## src/rtl/microwave_cook_timer_if.sv

```systemverilog
// Front-panel bus of the microwave cook timer: keypad/command pulses and door level
// in, BCD display digits and magnetron/done indicators out.
interface microwave_cook_timer_if;
   logic       tick_1hz;
   logic       key_valid;
   logic [3:0] key_code;
   logic       start;
   logic       stop;
   logic       door_closed;
   logic [3:0] min_ones;
   logic [3:0] sec_tens;
   logic [3:0] sec_ones;
   logic       magnetron_on;
   logic       done;

   modport master (
      output tick_1hz, key_valid, key_code, start, stop, door_closed,
      input  min_ones, sec_tens, sec_ones, magnetron_on, done
   );

   modport slave (
      input  tick_1hz, key_valid, key_code, start, stop, door_closed,
      output min_ones, sec_tens, sec_ones, magnetron_on, done
   );
endinterface

```

## src/rtl/microwave_cook_timer.sv

```systemverilog
// BCD M:SS cook timer: keypad entry in IDLE, 1 Hz countdown while cooking,
// pause/resume/cancel, and registered magnetron/done outputs.
module microwave_cook_timer (
   input logic                 clk,
   input logic                 rst_n,
   microwave_cook_timer_if.slave bus
);

   typedef enum logic [1:0] {StIdle, StCooking, StPaused, StDone} state_e;

   state_e     state_q, state_d;
   logic [3:0] min_q, min_d;
   logic [3:0] tens_q, tens_d;
   logic [3:0] ones_q, ones_d;
   logic       mag_q, mag_d;
   logic       done_q, done_d;

   logic time_zero;
   logic last_sec;
   logic key_ok;

   assign time_zero = (min_q == 4'd0) && (tens_q == 4'd0) && (ones_q == 4'd0);
   assign last_sec  = (min_q == 4'd0) && (tens_q == 4'd0) && (ones_q == 4'd1);
   // Shifting a digit above 5 into the tens-of-seconds place would be an illegal time.
   assign key_ok    = bus.key_valid && (bus.key_code <= 4'd9) && (ones_q <= 4'd5);

   always_ff @(posedge clk or negedge rst_n) begin
      if (!rst_n) begin
         state_q <= StIdle;
         min_q   <= 4'd0;
         tens_q  <= 4'd0;
         ones_q  <= 4'd0;
         mag_q   <= 1'b0;
         done_q  <= 1'b0;
      end else begin
         state_q <= state_d;
         min_q   <= min_d;
         tens_q  <= tens_d;
         ones_q  <= ones_d;
         mag_q   <= mag_d;
         done_q  <= done_d;
      end
   end

   always_comb begin
      state_d = state_q;
      min_d   = min_q;
      tens_d  = tens_q;
      ones_d  = ones_q;
      unique case (state_q)
         StIdle: begin
            if (bus.stop) begin
               min_d  = 4'd0;
               tens_d = 4'd0;
               ones_d = 4'd0;
            end else if (bus.start && bus.door_closed && !time_zero) begin
               state_d = StCooking;
            end else if (key_ok) begin
               min_d  = tens_q;
               tens_d = ones_q;
               ones_d = bus.key_code;
            end
         end
         StCooking: begin
            if (bus.stop || !bus.door_closed) begin
               state_d = StPaused;
            end else if (bus.tick_1hz) begin
               if (ones_q != 4'd0) begin
                  ones_d = ones_q - 4'd1;
               end else begin
                  ones_d = 4'd9;
                  if (tens_q != 4'd0) begin
                     tens_d = tens_q - 4'd1;
                  end else begin
                     tens_d = 4'd5;
                     min_d  = min_q - 4'd1;
                  end
               end
               if (last_sec) state_d = StDone;
            end
         end
         StPaused: begin
            if (bus.stop) begin
               state_d = StIdle;
               min_d   = 4'd0;
               tens_d  = 4'd0;
               ones_d  = 4'd0;
            end else if (bus.start && bus.door_closed) begin
               state_d = StCooking;
            end
         end
         StDone: begin
            if (bus.key_valid || bus.start || bus.stop || !bus.door_closed) state_d = StIdle;
         end
         default: state_d = StIdle;
      endcase
   end

   // Indicators are decoded from the next state so they change on the same edge as it.
   always_comb begin
      mag_d  = (state_d == StCooking);
      done_d = (state_d == StDone);
   end

   assign bus.min_ones     = min_q;
   assign bus.sec_tens     = tens_q;
   assign bus.sec_ones     = ones_q;
   assign bus.magnetron_on = mag_q;
   assign bus.done         = done_q;

endmodule

```

## src/flat_wrapper.sv

```systemverilog
// flat-port wrapper written by rule: the top's interface ports become plain ports
module microwave_cook_timer_flat 
  (clk, rst_n, bus_tick_1hz, bus_key_valid, bus_key_code, bus_start, bus_stop, bus_door_closed, bus_min_ones, bus_sec_tens, bus_sec_ones, bus_magnetron_on, bus_done);
  microwave_cook_timer_if bus_i ();
  input logic clk;
  input logic rst_n;
  input wire logic [$bits(bus_i.tick_1hz)-1:0] bus_tick_1hz;
  input wire logic [$bits(bus_i.key_valid)-1:0] bus_key_valid;
  input wire logic [$bits(bus_i.key_code)-1:0] bus_key_code;
  input wire logic [$bits(bus_i.start)-1:0] bus_start;
  input wire logic [$bits(bus_i.stop)-1:0] bus_stop;
  input wire logic [$bits(bus_i.door_closed)-1:0] bus_door_closed;
  output wire logic [$bits(bus_i.min_ones)-1:0] bus_min_ones;
  output wire logic [$bits(bus_i.sec_tens)-1:0] bus_sec_tens;
  output wire logic [$bits(bus_i.sec_ones)-1:0] bus_sec_ones;
  output wire logic [$bits(bus_i.magnetron_on)-1:0] bus_magnetron_on;
  output wire logic [$bits(bus_i.done)-1:0] bus_done;
  assign bus_i.tick_1hz = bus_tick_1hz;
  assign bus_i.key_valid = bus_key_valid;
  assign bus_i.key_code = bus_key_code;
  assign bus_i.start = bus_start;
  assign bus_i.stop = bus_stop;
  assign bus_i.door_closed = bus_door_closed;
  assign bus_min_ones = bus_i.min_ones;
  assign bus_sec_tens = bus_i.sec_tens;
  assign bus_sec_ones = bus_i.sec_ones;
  assign bus_magnetron_on = bus_i.magnetron_on;
  assign bus_done = bus_i.done;
  microwave_cook_timer u_core (.clk(clk), .rst_n(rst_n), .bus(bus_i));
endmodule
```

## config.mk

```make
export PLATFORM = sky130hd
export DESIGN_NAME = microwave_cook_timer_flat
export DESIGN_NICKNAME = d
export VERILOG_FILES = /design/src/rtl/microwave_cook_timer_if.sv /design/src/rtl/microwave_cook_timer.sv /design/src/flat_wrapper.sv
export SDC_FILE = /design/constraint.sdc
export NUM_CORES = 1
export LEC_CHECK = 0
export CORE_ASPECT_RATIO = 1.5
export CORE_MARGIN = 2
export CORE_UTILIZATION = 51
export DETAILED_ROUTE_END_ITERATION = 10
export GPL_TIMING_DRIVEN = 0
export PLACE_DENSITY = 0.8
export SLEW_MARGIN = 20
export SYNTH_ARGS = -nofsm -noshare
export SYNTH_HDL_FRONTEND = slang
export SYNTH_SLANG_ARGS = --single-unit
export TNS_END_PERCENT = 1
```

## constraint.sdc

```tcl
create_clock -name clk -period 2.4 [get_ports clk]
set_input_delay 0.36 -clock clk [delete_from_list [all_inputs] [get_ports clk]]
set_output_delay 0.36 -clock clk [all_outputs]
set_load 0.05 [all_outputs]
```

==> results of run 1 <==
[synth_stat cells, types with 2 or more instances]
master and count:
nand2b_1 2, a32oi_1 2, nor2_1 8, a31oi_1 3, o21ai_1 2, nor3b_1 3
o31ai_1 2, a21oi_1 12, or3b_1 2, o21ai_0 12, nor2b_1 2, nand2_1 9
inv_1 15, nand3b_1 2, nor3_1 3, nand3_1 3, ha_1 11, mux2i_1 2
a2bb2oi_1 2, dfrtp_1 16, a311oi_1 2
[sequential cells by signal, indices dropped and copies added (netlist names)]
register                 flops
u_core.bus.sec_ones          4
u_core.state_q               2
u_core.bus.sec_tens          4
u_core.bus.done              1
u_core.bus.min_ones          4
u_core.bus.magnetron_on      1
[layer usage]
layer,wire [um],share of wire,global-route usage
met1,1217,0.41,0.2796
met2,1613,0.54,0.4210
met3,106,0.036,0.03900
met4,42,0.014,0.09091
met5,0,0,0
[report_power, final]
part	switching, mW	total (mW)	internal [mW]
Sequential	0.138	0.513	0.374
Clock	0.0912	0.184	0.0926
Combinational	0.909	1.49	0.583
Total	1.14	2.19	1.05
[metrics by stage]
step,power (mW),util,hold slack (ns)
after global routing,2.373,0.6787,0.5665
after global placement,1.965,0.6628,0.5323
after floorplan,1.597,-,0.06441
after detailed placement,2.003,0.6628,0.5393
final,2.189,0.6787,0.5016
after CTS,2.198,0.6787,0.5234
[worst max-delay path by stage]
| stage | from | endpoint |
|---|---|---|
| after floorplan | u_core.bus.sec_ones[0]$_DFFE_PN0P_ | u_core.bus.sec_tens[3]$_DFFE_PN0P_ |
| after global placement | bus_stop | u_core.bus.sec_tens[3]$_DFFE_PN0P_ |
| after detailed placement | bus_stop | u_core.bus.sec_tens[3]$_DFFE_PN0P_ |
| after CTS | u_core.bus.sec_ones[1]$_DFFE_PN0P_ | u_core.bus.sec_tens[3]$_DFFE_PN0P_ |
| after global routing | u_core.bus.sec_ones[0]$_DFFE_PN0P_ | u_core.bus.sec_tens[3]$_DFFE_PN0P_ |
| final | u_core.bus.sec_ones[0]$_DFFE_PN0P_ | u_core.bus.sec_tens[3]$_DFFE_PN0P_ |
[cell usage in the layout, fill, tap and decap left out, types with 3 or more instances in the layout]
master and count:
o21ai_0 12, clkdlybuf4s50_1 24, nand2_1 9, dfrtp_1 16, nor2_1 8, nor3b_1 3
a21oi_1 12, ha_1 11, inv_1 15, nand3_1 3, a31oi_1 3, nor3_1 3
clkbuf_4 3
[final cells by class]
cell class                 count  area, um2  share of cell area
clock buffer                   4      36.28             0.02339
inverter                      15      56.30             0.03629
timing repair buffer          24      240.2              0.1548
sequential                    16      400.4              0.2581
buffer                         2      23.77             0.01532
tap                           23      28.78             0.01855
multi-input combinational    104      765.7              0.4935
[cells by family after synthesis]
group	count (synthesis)
adders and majority gates	11
and+or+nand+nor	42
buffers and inverters	17
xor gates and xnor gates	1
AOI/OAI and AO/OA	47
muxes	3
DFF	16
==> key figures, run 1 <==
Pwr
  – Power per Cell Area: 1411 mW/mm2
  – Leakage power: 0.6575 nW
  – Worst IR drop on VDD: 728.2 uV

Clock network
  – Clock Latency Late Sink: 0.30 ns
  – Setup Buffers After CTS: 0
  – Max Buffers Root-to-Sink: 2
  – Maximum level of the CTS H-tree: 1
  – Total of cells resized after clock tree synthesis: 0
  – Cts hold-fix bufs: 0
  – Master cell of the clock root buffer: clkbuf_4
  – Number of clock buffers inserted by TritonCTS: 3
  – TritonCTS clock tree: yes
  – Clk slew on worst S/H paths: 0.10 ns
  – # clock sinks: 16

Critical path
  – Largest fanout of any net on the critical path: 10
  – Depth of the critical timing path with buffers and inverters included: 7
  – Nature of the critical path endpoint: register
  – Worst path required time: 2.59 ns
  – Buffers and inverters on the worst path: 1
  – Chain of cells forming the critical path: inv_1 -> ha_1 -> nor3b_2 -> a311o_1 -> nand3_4 -> a21oi_4 -> mux2_4
  – Critical Setup Path Class: register to register
  – End of the worst register-to-register path: u_core.bus.sec_tens[3]$_DFFE_PN0P_
  – Cell at the slowest stage of the critical path: dfrtp_1
  – FF-to-FF setup slack: 0.19 ns
  – Reg2Reg Launch Point: u_core.bus.sec_ones[0]$_DFFE_PN0P_
  – R2R depth: 7
  – Kind of cell adding the most delay to the critical path: compound AO/OA/AOI/OAI gates
  – Crit path arrival time: 2.40 ns
  – Kind of launch point of the worst setup path: register
  – Worst stage delay on the critical path: 0.45 ns

Global routing
  – Via count of the first global-routing pass: 1183
  – Initial antenna violation count: 0
  – GRT Total Usage: 0.2392
  – Pin count of the biggest net entering global routing: 17
  – Overflow left after global routing: 0
  – Global-route wire length before repair: 5.181 mm

Finish
  – Final Non-Filler Cells: 188
  – Ratio of cells with drive above 1 in the final layout: 0.07273
  – Post-layout instance area: 0.001551 mm2
  – Synthesis-to-finish area growth: 24.50%
  – Inserted Diodes: 0
  – Layout Nets: 188
  – Fill cell total of the finished layout: 196

STA
  – Number of max-slew violations in the final report: 0
  – Worst slew slack as a fraction of its limit: 0.4834
  – Worst-margin pin slew: 0.7724 ns
  – Finish-stage setup viols: 0
  – Final min period: 2.209 ns
  – Final hold violation count: 0
  – Final worst path period share: 0.9205
  – Timing-limited maximum frequency: 452.7 MHz
  – Layout Skew: 0.003604 ns
  – Post-route setup slack: 0.1909 ns
  – Setup total negative slack: 0 ns
  – Unrepaired setup endpoints after global routing: no

Synth
  – Synth top area share: 0.3213
  – Synth top area cells: dfrtp_1 (32%), ha_1 (11%), a21oi_1 (4.8%)
  – Unique cell type count in the Yosys netlist: 43
  – Most used flip-flop cell after synthesis: dfrtp_1
  – Post-synth ARST share: 1.000
  – Flops & latches, synth: 16
  – Library cell occupying the most area in the post-synthesis netlist: dfrtp_1
  – Largest family of logic cells by synthesized area: compound AO/OA/AOI/OAI gates
  – Synthesized instance count: 137
  – Count of flip-flops with a built-in enable after synthesis: 0
  – Multiplexer fraction of the synthesized cell area: 0.02811
  – Post-synthesis share of cell area spent on and, or, nand and nor gates: 0.2078
  – Netlist area before placement: 0.001246 mm2
  – Sequential cell area fraction in the yosys report: 0.3213
  – Post-Synthesis Net Count: 159
  – Compound-Gate Fraction of Synth Area: 0.2610
  – Total number of yosys warnings: 0
  – Synthesized area per cell: 9.096 um2
  – Post-synthesis xor/xnor area fraction: 0.007028
  – Adder and majority gate portion of the synthesized area: 0.1104

Drt
  – Via count: 1136
  – DR DRC count: 0
  – Mean routed wirelength per cell: 15.85 um
  – Violation count after the first detailed-route iteration: 55
  – DRT Wirelength: 2.980 mm
  – Final ANT Viol Nets: 0
  – Number of optimization iterations in the first detailed-route pass: 4
  – Vias/cell: 6.043

Placement
  – HPWL after detailed placement: 2.234 mm
  – Standard cell area after detailed placement: 0.001515 mm2
  – Cell count after placement: 184
  – Placement-stage worst setup slack: 0.09053 ns
  – Port Buffers: 24
  – Last weighted congestion value of the routability-driven placer: 0.8855

Die
  – Die Height: 64.54 um
  – Floorplan die area: 0.002863 mm2
  – Floorplan row count: 21
  – Initial standard-cell utilization of the core: 0.5452
  – Core region area: 0.002286 mm2
  – I/O pin cnt: 25
  – Die boundary width: 44.36 um

Job
  – Number of max-cap violations: 0

Min path
  – Hold WC Path Type: input port to async pin

Run status
  – Run status: completed
Note: power is estimated with default switching activity, not from simulation.
==> inputs of run 2 (changes only) <==
GPL_TIMING_DRIVEN = unset   (was 0)
==> run 2 against run 1 <==
  * Clock-buffer cell count is the same
  * Hold slack gained 0.0035 ns
  * Flip-flop and latch count is the same
  * Critical path type unchanged
  * Utilization shrank 0.38 points
  * Die area is the same
  * Via count grew 2.3%
  * Sequential power shrank 1%
  * Largest power group unchanged
==> key figures, run 2 (same netlist as run 1, synthesis figures left out) <==
Global routing
  – Global-route wire length before repair: 4.988 mm
  – Via count of the first global-routing pass: 1084
  – Overflow left after global routing: 0
  – Initial antenna violation count: 0
  – GRT Total Usage: 0.2290
  – Pin count of the biggest net entering global routing: 17

Critical path
  – Critical Setup Path Class: register to register
  – Crit path arrival time: 2.46 ns
  – Reg2Reg Launch Point: u_core.bus.sec_tens[0]$_DFFE_PN0P_
  – End of the worst register-to-register path: u_core.bus.sec_tens[3]$_DFFE_PN0P_
  – Worst path required time: 2.57 ns
  – Nature of the critical path endpoint: register
  – R2R depth: 7
  – Largest fanout of any net on the critical path: 10
  – FF-to-FF setup slack: 0.12 ns
  – Kind of launch point of the worst setup path: register

Clock network
  – Cts hold-fix bufs: 0
  – Master cell of the clock root buffer: clkbuf_4
  – Number of clock buffers inserted by TritonCTS: 3
  – Clk slew on worst S/H paths: 0.10 ns
  – TritonCTS clock tree: yes
  – Total of cells resized after clock tree synthesis: 0
  – Max Buffers Root-to-Sink: 2
  – Maximum level of the CTS H-tree: 1
  – # clock sinks: 16
  – Setup Buffers After CTS: 0
  – Clock Latency Late Sink: 0.28 ns

Run status
  – Run status: completed

STA
  – Final worst path period share: 0.9512
  – Worst-margin pin slew: 0.7365 ns
  – Finish-stage setup viols: 0
  – Setup total negative slack: 0 ns
  – Layout Skew: 0.002166 ns
  – Final min period: 2.283 ns
  – Timing-limited maximum frequency: 438.1 MHz
  – Final hold violation count: 0
  – Number of max-slew violations in the final report: 0
  – Worst slew slack as a fraction of its limit: 0.5075
  – Final Hold Slack: 0.5050 ns
  – Unrepaired setup endpoints after global routing: no

Drt
  – Number of optimization iterations in the first detailed-route pass: 4
  – Final ANT Viol Nets: 0
  – Mean routed wirelength per cell: 16.51 um
  – Vias/cell: 6.181
  – DR DRC count: 0
  – Violation count after the first detailed-route iteration: 40
  – Via count: 1162
  – DRT Wirelength: 3.103 mm

Die
  – Core region area: 0.002286 mm2
  – Die Height: 64.54 um
  – Floorplan row count: 21
  – Initial standard-cell utilization of the core: 0.5452
  – Floorplan die area: 0.002863 mm2
  – I/O pin cnt: 25
  – Die boundary width: 44.36 um

Min path
  – Hold WC Path Type: input port to async pin

Placement
  – HPWL after detailed placement: 2.358 mm
  – Standard cell area after detailed placement: 0.001506 mm2
  – Cell count after placement: 184
  – Port Buffers: 24
  – Last weighted congestion value of the routability-driven placer: 0.8750

Finish
  – Most common library cell in the layout ignoring fill and taps: clkdlybuf4s50_1
  – Synthesis-to-finish area growth: 23.80%
  – Final Non-Filler Cells: 188
  – Final Core Density: 0.6749
  – Inserted Diodes: 0
  – Post-layout instance area: 0.001543 mm2
  – Most used cells in the layout excluding fill and tap cells: clkdlybuf4s50_1 (24), dfrtp_1 (16), inv_1 (15), a21oi_1 (12), o21ai_0 (12)
  – Fill cell total of the finished layout: 191
  – Ratio of cells with drive above 1 in the final layout: 0.07879
  – Layout Nets: 188

Pwr
  – Worst IR drop on VDD: 928.0 uV
  – Power per Cell Area: 1415 mW/mm2
  – Leakage power: 0.6579 nW

Job
  – Number of max-cap violations: 0
==> run 2: cell type report <==
class	count	area, um2	share of cell area
clock buffer	4	36.28	0.02352
inverter	15	56.30	0.03650
multi-input combinational	104	765.7	0.4963
sequential	16	400.4	0.2595
tap	23	28.78	0.01865
timing repair buffer	26	255.2	0.1655
==> run 2: how the worst max path moves through the flow <==
stage / start / end / slack (ns)
floorplan: u_core.bus.sec_ones[0]$_DFFE_PN0P_ / u_core.bus.sec_tens[3]$_DFFE_PN0P_ / 0.13
CTS: u_core.bus.sec_tens[0]$_DFFE_PN0P_ / u_core.bus.sec_tens[3]$_DFFE_PN0P_ / 0.15
global route: u_core.bus.sec_tens[0]$_DFFE_PN0P_ / u_core.bus.sec_tens[3]$_DFFE_PN0P_ / 0.03
global placement: bus_stop / u_core.bus.sec_tens[3]$_DFFE_PN0P_ / 0.20
detailed placement: bus_stop / u_core.bus.sec_tens[3]$_DFFE_PN0P_ / 0.12
finish: u_core.bus.sec_tens[0]$_DFFE_PN0P_ / u_core.bus.sec_tens[3]$_DFFE_PN0P_ / 0.12
==> run 2: metal layers <==
metal / vias to the layer above / share of wire / GRT usage
li1: 556 / - / -
met1: 562 / 0.41 / 0.2772
met2: 38 / 0.54 / 0.4081
met3: 6 / 0.037 / 0.02228
met4: 0 / 0.011 / 0.07576
met5: - / 0 / 0
==> run 2: through the flow <==
step	power, mW	setup slack, ns
detailed placement	1.993	0.1167
CTS	2.181	0.1484
floorplan	1.597	0.1277
finish	2.183	0.1172
global route	2.340	0.02708
global placement	1.952	0.1954
==> run 2: power breakdown <==
| part | internal [mW] | switching, mW | leakage, nW |
|---|---|---|---|
| Sequential | 0.375 | 0.133 | 0.208 |
| Combinational | 0.572 | 0.925 | 0.429 |
| Clock | 0.0922 | 0.0852 | 0.0210 |
==> run 2: critical path, stage by stage, from the launching register on <==
cell and delay [ns]:
dfrtp_1 0.45, inv_1 0.10, ha_1 0.21, nor3b_1 0.40, a311o_1 0.31, nand3_4 0.16, a21oi_4 0.22, mux2_4 0.32
==> inputs of run 3 (changes only) <==
CAP_MARGIN = 20   (was unset)
==> results of run 3 <==
The final DEF is identical to that of run 2; final timing and power are the same.
